==> config.mk <==
export PLATFORM = sky130hd
export DESIGN_NAME = memory_word_sequencer_flat
export DESIGN_NICKNAME = d
export VERILOG_FILES = /design/src/rtl/memory_word_sequencer_if.sv /design/src/rtl/memory_word_sequencer.sv /design/src/flat_wrapper.sv
export SDC_FILE = /design/constraint.sdc
export NUM_CORES = 1
export LEC_CHECK = 0
export ABC_AREA = 1
export CAP_MARGIN = 20
export CELL_PAD_IN_SITES_DETAIL_PLACEMENT = 1
export CELL_PAD_IN_SITES_GLOBAL_PLACEMENT = 2
export CORE_ASPECT_RATIO = 1.2
export CORE_MARGIN = 5
export CORE_UTILIZATION = 24
export CTS_BUF_LIST = sky130_fd_sc_hd__clkbuf_16
export CTS_CLUSTER_DIAMETER = 200
export CTS_CLUSTER_SIZE = 12
export DETAILED_ROUTE_END_ITERATION = 16
export GPL_TIMING_DRIVEN = 0
export HOLD_SLACK_MARGIN = 0.06
export PLACE_DENSITY_LB_ADDON = 0.15
export SYNTH_ARGS = -nofsm -noshare
export SYNTH_HDL_FRONTEND = slang
export SYNTH_SLANG_ARGS = --single-unit
export TNS_END_PERCENT = 5
==> constraint.sdc <==
create_clock -name Clock -period 1.6 [get_ports Clock]
set_input_delay 0.24 -clock Clock [delete_from_list [all_inputs] [get_ports Clock]]
set_output_delay 0.24 -clock Clock [all_outputs]
set_load 0.02 [all_outputs]
==> src/rtl/memory_word_sequencer_if.sv <==
// Word-access request and 8-bit memory port bundle for memory_word_sequencer.
// slave is the sequencer side; master is the requester/memory side.
interface memory_word_sequencer_if;
    logic        Start;
    logic        Write;
    logic [15:0] Addr;
    logic [15:0] WData;
    logic [15:0] MemAddr;
    logic        MemCS;
    logic        MemWr;
    logic [7:0]  MemDOut;
    logic [7:0]  MemDIn;
    logic [15:0] RData;
    logic        Busy;
    logic        Done;
    logic        Fault;

    // Handshake: Start is taken only while Busy=0; Done pulses once per accepted
    // Start; Fault is meaningful only while Done=1. Memory reads return MemDIn
    // one cycle after the MemCS=1, MemWr=0 beat.
    modport slave (
        input  Start, Write, Addr, WData, MemDIn,
        output MemAddr, MemCS, MemWr, MemDOut, RData, Busy, Done, Fault
    );

    modport master (
        output Start, Write, Addr, WData, MemDIn,
        input  MemAddr, MemCS, MemWr, MemDOut, RData, Busy, Done, Fault
    );
endinterface

==> src/rtl/memory_word_sequencer.sv <==
// Splits one 16-bit word access into two little-endian byte beats on an 8-bit memory.
// Define MWS_ALIGN_CHECK_EN to reject odd word addresses with a one-cycle Fault completion.
module memory_word_sequencer (
    input  logic                           Clock,
    input  logic                           Reset,
    memory_word_sequencer_if.slave         bus,
    output logic [1:0]                     debug_state
);

    typedef enum logic [1:0] {
        IDLE = 2'd0,
        LO   = 2'd1,
        HI   = 2'd2,
        FIN  = 2'd3
    } state_t;

    state_t      state;
    state_t      state_next;
    logic        wr_q;
    logic [15:0] addr_q;
    logic [15:0] wdata_q;
    logic [7:0]  lo_q;
    logic [15:0] rdata_q;
    logic        fault_q;
    logic        misaligned;

`ifdef MWS_ALIGN_CHECK_EN
    assign misaligned = bus.Addr[0];
`else
    assign misaligned = 1'b0;
`endif

    always_ff @(posedge Clock) begin
        if (Reset) begin
            state   <= IDLE;
            wr_q    <= 1'b0;
            addr_q  <= 16'h0000;
            wdata_q <= 16'h0000;
            lo_q    <= 8'h00;
            rdata_q <= 16'h0000;
            fault_q <= 1'b0;
        end else begin
            state <= state_next;
            case (state)
                IDLE: begin
                    if (bus.Start) begin
                        wr_q    <= bus.Write;
                        addr_q  <= bus.Addr;
                        wdata_q <= bus.WData;
                        fault_q <= misaligned;
                    end
                end
                // MemDIn now carries the byte selected during LO.
                HI: begin
                    if (!wr_q) lo_q <= bus.MemDIn;
                end
                FIN: begin
                    if (!wr_q && !fault_q) rdata_q <= {bus.MemDIn, lo_q};
                    fault_q <= 1'b0;
                end
                default: ;
            endcase
        end
    end

    always_comb begin
        state_next = state;
        case (state)
            IDLE:    if (bus.Start) state_next = misaligned ? FIN : LO;
            LO:      state_next = HI;
            HI:      state_next = FIN;
            FIN:     state_next = IDLE;
            default: state_next = IDLE;
        endcase
    end

    always_comb begin
        bus.MemCS   = 1'b0;
        bus.MemWr   = 1'b0;
        bus.MemAddr = 16'h0000;
        bus.MemDOut = 8'h00;
        case (state)
            LO: begin
                bus.MemCS   = 1'b1;
                bus.MemWr   = wr_q;
                bus.MemAddr = addr_q;
                bus.MemDOut = wdata_q[7:0];
            end
            HI: begin
                bus.MemCS   = 1'b1;
                bus.MemWr   = wr_q;
                bus.MemAddr = addr_q + 16'd1;
                bus.MemDOut = wdata_q[15:8];
            end
            default: ;
        endcase
    end

    assign bus.Busy    = (state != IDLE);
    assign bus.Done    = (state == FIN);
    assign bus.Fault   = (state == FIN) && fault_q;
    assign bus.RData   = rdata_q;
    assign debug_state = state;

endmodule
==> src/flat_wrapper.sv <==
// flat-port wrapper written by rule: the top's interface ports become plain ports
module memory_word_sequencer_flat 
  (Clock, Reset, debug_state, bus_Start, bus_Write, bus_Addr, bus_WData, bus_MemDIn, bus_MemAddr, bus_MemCS, bus_MemWr, bus_MemDOut, bus_RData, bus_Busy, bus_Done, bus_Fault);
  memory_word_sequencer_if bus_i ();
  input  logic Clock;
  input  logic Reset;
  output logic [1:0] debug_state;
  input wire logic [$bits(bus_i.Start)-1:0] bus_Start;
  input wire logic [$bits(bus_i.Write)-1:0] bus_Write;
  input wire logic [$bits(bus_i.Addr)-1:0] bus_Addr;
  input wire logic [$bits(bus_i.WData)-1:0] bus_WData;
  input wire logic [$bits(bus_i.MemDIn)-1:0] bus_MemDIn;
  output wire logic [$bits(bus_i.MemAddr)-1:0] bus_MemAddr;
  output wire logic [$bits(bus_i.MemCS)-1:0] bus_MemCS;
  output wire logic [$bits(bus_i.MemWr)-1:0] bus_MemWr;
  output wire logic [$bits(bus_i.MemDOut)-1:0] bus_MemDOut;
  output wire logic [$bits(bus_i.RData)-1:0] bus_RData;
  output wire logic [$bits(bus_i.Busy)-1:0] bus_Busy;
  output wire logic [$bits(bus_i.Done)-1:0] bus_Done;
  output wire logic [$bits(bus_i.Fault)-1:0] bus_Fault;
  assign bus_i.Start = bus_Start;
  assign bus_i.Write = bus_Write;
  assign bus_i.Addr = bus_Addr;
  assign bus_i.WData = bus_WData;
  assign bus_i.MemDIn = bus_MemDIn;
  assign bus_MemAddr = bus_i.MemAddr;
  assign bus_MemCS = bus_i.MemCS;
  assign bus_MemWr = bus_i.MemWr;
  assign bus_MemDOut = bus_i.MemDOut;
  assign bus_RData = bus_i.RData;
  assign bus_Busy = bus_i.Busy;
  assign bus_Done = bus_i.Done;
  assign bus_Fault = bus_i.Fault;
  memory_word_sequencer u_core (.Clock(Clock), .Reset(Reset), .bus(bus_i), .debug_state(debug_state));
endmodule
* Word level (Yosys, flattened, before mapping) *
Cells that the tools add are included.
W data, S select, Z words.

storage, ports and cells
  bits in registers = 60
  latch bits = 0
  memory bits (writable) = 0
  bits in read-only memories = 0
  input bits = 44
  output and inout port bits = 47
  word-level logic and storage cells = 33
  memories = 0

cells by class
  $add $sub $neg = 1
  $mul = 0
  div/mod/pow operators = 0
  $lt $le $gt $ge = 0
  equal/unequal tests = 4
  shift operators = 0
  muxes and demuxes = 8
  bitwise logic cells = 1
  reductions and logical operators = 12

operator list
  operator                 count
  $pmux W16 S2             1
  $add A16 B1 Y16 const B  1
  $pmux W8 S2              1
  $pmux W2 S4              1
  $reduce_and A2 Y1        4
  $eq A2 B2 Y1 const B     2
  $reduce_bool A2 Y1       2
  $mux W1                  3
  $eq A2 B1 Y1 const B     1
  $logic_and A1 B1 Y1      2
  $logic_not A1 Y1         2
  $logic_not A2 Y1         1
  $mux W2                  1
  $ne A2 B2 Y1 const B     1
  $pmux W1 S2              1
  $reduce_or A2 Y1         1
  $not A1 Y1               1

* Logic depth before layout (Yosys ltp) *
Gate-level depths: netlist of run 1.

  depth in word-level cells = 3
  mapped depth = 8
  mapped depth without buffers = 8

* Worst setup path before layout of run 1 *
Ideal clock, no wire load.

  kind = reg-to-output
  from = register u_core.state[0], in the netlist u_core.debug_state[0]
  to = output bus_MemAddr[3]
  arrival time = 1.721 ns
  data required time = 1.360 ns
  setup slack = -0.361 ns
  stages on the path, launching flop included = 5
  path buffers = 0
  cell sequence = dfxtp_1 inv_1 ha_1 inv_1 a211oi_1

on the way
  cells in the longest elaborated chain, start to end = 2
  elaborated cells on any way between the ends = 3
  classes of those cells = eq/ne: 2; mux: 1

RTL lines
  what                                                 RTL line                     text
  start: declaration                                   memory_word_sequencer.sv:17  state_t state;
  start signal: assignment                             memory_word_sequencer.sv:43  state <= state_next;
  $eq A2 B2 Y1 / $eq A2 B1 Y1 (equally long branches)  memory_word_sequencer.sv:82  case (state)
  $pmux W16 S2 *                                       memory_word_sequencer.sv:82
  end: declaration                                     flat_wrapper.sv:13           output wire logic [$bits(bus_i.MemAddr)-1:0] bus_MemAddr;

Mark *: on every way between the ends. The rest lies on a longest branch, timed or not.

* Final worst setup path of run 1 *
  from = register u_core.state[1], in the netlist u_core.debug_state[1]
  to = output bus_MemAddr[3]

The elaborated chain is that of the path after synthesis.

==> results of run 1 <==
-- worst max-delay path, stage by stage, from the launching register on --
cell,delay [ps]
dfxtp_4,370
buf_6,100
ha_4,190
buf_6,120
buf_6,90
a21oi_4,50
a211oi_2,260
buf_4,180
-- through the flow --
step	cells	power (mW)	util [%]	instance area [um^2]	hold slack, ps
6_report	684	8.037	41.98	4811	441.5
3_5_place_dp	651	4.989	35.05	4016	455.5
3_3_place_gp	651	4.946	35.05	4016	453.3
2_1_floorplan	406	3.814	-	2939	383.0
4_1_cts	680	7.855	40.73	4667	435.2
5_1_grt	684	8.514	41.98	4811	469.8
-- layout make-up --
type / count / share of cell area, %
buffer: 22 / 4.187
clock buffer: 9 / 4.681
clock inverter: 7 / 1.248
inverter: 26 / 2.393
multi-input combinational: 299 / 36.15
sequential: 59 / 25.33
tap: 157 / 4.083
timing repair buffer: 105 / 21.92
-- power groups by stage --
stage / clock [mW] / sequential, mW / combinational [mW]
3_5_place_dp: 0 / 2.03 / 2.96
5_1_grt: 2.00 / 2.10 / 4.41
3_3_place_gp: 0 / 2.02 / 2.93
4_1_cts: 1.93 / 2.03 / 3.89
6_report: 1.86 / 2.06 / 4.11
2_1_floorplan: 0 / 2.02 / 1.79
-- path summary, 6_finish.rpt --
| kind | start | end | slack [ps] | cells past startpoint |
|---|---|---|---|---|
| worst max-delay path | u_core.debug_state[1] | bus_MemAddr[3] | -330 | 7 |
| worst min-delay path | Reset | u_core.addr_q[0] | 440 | 3 |
| worst max register to register | u_core.debug_state[1] | u_core.lo_q[4] | -130 | 9 |
| worst min register to register | u_core.lo_q[1] | u_core.lo_q[1] | 460 | 2 |
-- what timing repair did --
item,in CTS,in global routing
endpoints found under the setup margin,66,59
cloned,3,0
setup buffers,10,4
pin swaps,10,13
gates resized for setup,220,34
-- cells in the final DEF, fill, tap and decap left out, types with 12 or more instances in the layout --
cell type / n
buf_4: 20
nand2_1: 136
a21oi_1: 54
nand2_2: 14
buf_6: 18
nor2_1: 13
clkdlybuf4s50_1: 58
clkbuf_16: 12
inv_1: 20
dfxtp_1: 47
-- flip-flops by register name (all words and copies together), names as in the netlist --
name,cells
u_core.addr_q,16
u_core.bus.RData,16
u_core.wdata_q,16
u_core.lo_q,8
u_core.debug_state,2
u_core.wr_q,1
-- logic make-up after synthesis --
| logic type | after synthesis | synth area share, % |
|---|---|---|
| adders and majority gates | 5 | 2.241 |
| DFF | 59 | 42.31 |
| other | 1 | 0.1343 |
| buffers and inverters | 48 | 6.992 |
| and+or+nand+nor | 195 | 28.73 |
| AOI/OAI and AO/OA | 98 | 19.59 |
-- per-layer routing --
layer	wire length (um)	share of wire (%)
met2	5730	52
met4	108	0.98
met5	0	0
met3	694	6.3
met1	4506	41
==> flow_summary.toml, run 1 <==
[cts]
h-tree-depth = 3
clock_latency_ps = 320
hold_buffers = 0
cts_tree = "built"
clk_path_buf_depth = 2
path_clk_slew_ps = 50
root_buffer = "clkbuf_16"
numCtsBuffers = 9
cts_sinks = 59

[hold_path]
hold_class = "in2reg"

[pwr]
ir_drop_mv = 0.7594
p_sw_mw = 3.285
intPower_mw = 4.752
leakage_nw = 1.795
swShare_pct = 40.87
seq_power_share_pct = 25.6
pwr-share-clk_pct = 23.2
combPwrFrac_pct = 51.2
powerDensity_nw_per_um2 = 1671

[route]
avgRoutedWirePerCell_um = 16.14
initialDrtViolationCount = 75
dr.pass1.iters = 6
ant_nets = 0
vias_per_cell = 4.583
route.detailed.drc = 0
dr_total_vias = 3135
drt_wl_total_um = 11040

[grt]
grt_util_met3_pct = 5.592
grt_pass1_vias = 3297
grt_busiest_layer = "met2"
grtUsageMet2_pct = 29.36
overflow = 0
grt_max_degree = 11
antenna_found_initial = 0
grt_pass1_wl_um = 17390
met1_usage_pct = 18.36
grt_usage_pct = 16.39

[sta]
report.final.slew_viol_count = 0
slew_headroom_pct = 53.47
hold_viol_final = 0
tightest_slew_ps = 697.9
fin_ws_ps = -333.2
finalCritPeriodShare_pct = 120.8
setup-violations-final = 34
finalCriticalPeriod_ps = 1933
tns_ps = -7029
max_freq_mhz = 517.3
skew_ps = 3.291
grt_setup_unrepaired = "yes"

[floorplanning]
die_w_um = 108.5
rows = 43
initial_core_util_pct = 24.36
die_area_um2 = 13900
io_pins = 91
die_h_um = 128.1
core_area_um2 = 11460

[yosys]
synth_edf_count = 0
synth_top_cell_area_share_pct = 42.31
syn_nets = 455
synthArstFlopShare_pct = 0
synthTopCellsByArea = "dfxtp_1 (42%), nand2_1 (20%), a21oi_1 (13%)"
synth_warnings = 0
synth_ff_type = "dfxtp_1"
syn_inst = 406
synth_area_um2 = 2791
synth.distinct_cells = 27
seq_area_frac_synth_pct = 42.31
yosys_register_bits = 59
synth_common_cells = "nand2_1 (149), a21oi_1 (70), dfxtp_1 (59)"
synth_most_common_cell = "nand2_1"
yosysTopAreaCell = "dfxtp_1"
syn_avg_cell_area_um2 = 6.875

[setup_path]
path_max_fanout = 4
critical_path_class = "reg2out"
worstPathArrival_ps = 1690
cp.required_ps = 1360
critPathCaptureType = "output pin"
crit_path_start_kind = "register"

[cells_and_area]
fillers = 1393
regArea_um2 = 1219
drive_above_1_share_pct = 29.22
num_antenna_cells = 0
multi_input_area_um2 = 1739
nets = 571
syn_to_final_growth_pct = 72.34

[placed_design]
routabilityCongestion = 0.7851
io_buffer_count = 88
dp_slack_ps = -809.5
dpl.hpwl_um = 7768

[run]
cap_violations = 0

[status]
status = "finished with violations"
violations = "negative setup slack"
No activity file was read; power rests on OpenSTA's default activity.
==> run 2: changes to the inputs <==
--- a/config.mk
+++ b/config.mk
@@ -6,6 +6,7 @@
 export NUM_CORES = 1
 export LEC_CHECK = 0
 export ABC_AREA = 1
+export ABC_CLOCK_PERIOD_IN_PS = 1950
 export CAP_MARGIN = 20
 export CELL_PAD_IN_SITES_DETAIL_PLACEMENT = 1
 export CELL_PAD_IN_SITES_GLOBAL_PLACEMENT = 2
==> constraint.sdc (replaced) <==
create_clock -name Clock -period 1.95 [get_ports Clock]
set_input_delay 0.2925 -clock Clock [delete_from_list [all_inputs] [get_ports Clock]]
set_output_delay 0.2925 -clock Clock [all_outputs]
set_load 0.02 [all_outputs]
==> flow_summary.toml, run 2 (synthesis results as in run 1) <==
[status]
status = "finished with violations"
violations = "negative setup slack"

[pwr]
powerDensity_nw_per_um2 = 1399
ir_drop_mv = 0.5065
leakage_nw = 1.715
power_mw = 6.401

[cells_and_area]
num_antenna_cells = 0
finish.utilization_pct = 39.94
drive_above_1_share_pct = 23.22
final_cell_mix = "nand2_1 (149), clkdlybuf4s50_1 (60), a21oi_1 (57)"
syn_to_final_growth_pct = 63.96
layout_commonest_cell = "nand2_1"
nets = 565
final_cells = 678

[route]
dr_total_vias = 3075
dr.pass1.iters = 4
ant_nets = 0
route.detailed.drc = 0
drt_wl_total_um = 10570
vias_per_cell = 4.535
initialDrtViolationCount = 75
avgRoutedWirePerCell_um = 15.59

[cts]
root_buffer = "clkbuf_16"
clk_path_buf_depth = 2
h-tree-depth = 3
numCtsBuffers = 9
hold_buffers = 0
path_clk_slew_ps = 50
cts_tree = "built"
clock_latency_ps = 330
cts_sinks = 59

[placed_design]
io_buffer_count = 88
place_inst = 651
routabilityCongestion = 0.7800
dpl.hpwl_um = 7657

[setup_path]
critical_path_class = "reg2out"
path_max_fanout = 5
reg2regPathDepth = 5
cp.required_ps = 1660
critPathCaptureType = "output pin"
cp_cell_sequence = "inv_6, ha_4, clkinvlp_4, buf_12, buf_12, a21oi_4, buf_6"
crit_path_start_kind = "register"
worstPathArrival_ps = 1760
max_stage_delay_ps = 380
critPathSlowestCell = "dfxtp_4"
critical_path.most_common_cell = "buf_12"

[sta]
fin_ws_ps = -102.8
grt_setup_unrepaired = "yes"
max_freq_mhz = 487.1
setup-violations-final = 16
tightest_slew_ps = 675.5
skew_ps = 5.143
slew_headroom_pct = 54.97
finalCriticalPeriod_ps = 2053
report.final.slew_viol_count = 0
finalCritPeriodShare_pct = 105.3
hold_viol_final = 0

[floorplanning]
rows = 43
io_pins = 91
core_area_um2 = 11460
initial_core_util_pct = 24.36
die_area_um2 = 13900
die_w_um = 108.5
die_h_um = 128.1

[grt]
grt_pass1_wl_um = 16820
grt_pass1_vias = 3298
antenna_found_initial = 0
overflow = 0
grt_max_degree = 12
grt_usage_pct = 15.79

[run]
cap_violations = 0

[hold_path]
hold_class = "reg2reg"
whs_path_depth = 2
==> run 2: cell count changes in the layout (fill, tap and decap cells not counted), sizes merged <==
| cell | before | now |
|---|---|---|
| inv | 27 | 26 |
| dlygate4sd2 | 1 | 0 |
| clkbuf | 24 | 18 |
| clkinv | 4 | 5 |
| buf | 52 | 49 |
| clkdlybuf4s50 | 58 | 60 |
| dlymetal6s2s | 0 | 2 |
==> run 2: layer usage <==
metal / global-route usage [%] / vias up / part of all wire [%]
met3: 5.139 / 4 / 5.8
met2: 28.23 / 63 / 50
met4: 3.566 / 0 / 0.64
li1: - / 1548 / -
met5: 0 / - / 0
met1: 18.14 / 1460 / 43
==> run 2: critical path, delay by kind of cell, from the launching register on <==
family	cells	cell delay (ps)
compound gates	1	110
fa+ha+maj	1	300
buf+inv	5	660
flops	1	380
==> run 2: stage by stage <==
stage,TNS [ps],setup WS [ps],hold slack [ps],area (um^2)
CTS,-1173,-112.4,466.4,4443
global placement,-13520,-717.3,453.8,3869
global route,-2848,-192.4,483.8,4577
finish,-1091,-102.8,464.2,4577
floorplan,-679.1,-63.49,435.5,2791
detailed placement,-13680,-713.5,457.8,3869
==> run 2: area by class of cell <==
| class | instances | area (um^2) |
|---|---|---|
| buffer | 22 | 148.9 |
| clock buffer | 9 | 225.2 |
| clock inverter | 7 | 70.07 |
| fill | 1381 | 6883 |
| inverter | 26 | 108.9 |
| multi-input combinational | 299 | 1615 |
| sequential | 59 | 1217 |
| tap | 157 | 196.4 |
| timing repair buffer | 99 | 994.7 |
==> run 2: where the power goes <==
| group | internal (mW) | switching (mW) |
|---|---|---|
| sequential | 1.47 | 0.214 |
| clock | 0.985 | 0.588 |
| combinational | 1.38 | 1.77 |
==> run 2: timing repair <==
| item | CTS | global route |
|---|---|---|
| gates cloned | 1 | 0 |
| pin swaps | 5 | 5 |
| setup buffers | 9 | 1 |
| endpoints found under the setup margin | 27 | 27 |
| resized for setup | 191 | 36 |
==> run 2: worst paths after layout <==
check	start	to	slack [ps]
max	u_core.debug_state[0]	bus_MemAddr[1]	-100
min	u_core.lo_q[5]	u_core.lo_q[5]	460
max reg2reg	u_core.debug_state[0]	u_core.addr_q[0]	250
min reg2reg	u_core.lo_q[5]	u_core.lo_q[5]	460
==> run 3: changes to the inputs <==
--- a/config.mk
+++ b/config.mk
@@ -7,7 +7,7 @@
 export LEC_CHECK = 0
 export ABC_AREA = 1
 export ABC_CLOCK_PERIOD_IN_PS = 1950
-export CAP_MARGIN = 20
+export CAP_MARGIN = 10
 export CELL_PAD_IN_SITES_DETAIL_PLACEMENT = 1
 export CELL_PAD_IN_SITES_GLOBAL_PLACEMENT = 2
 export CORE_ASPECT_RATIO = 1.2
==> results of run 3 <==
The final DEF is identical to that of run 2; final timing and power are the same.
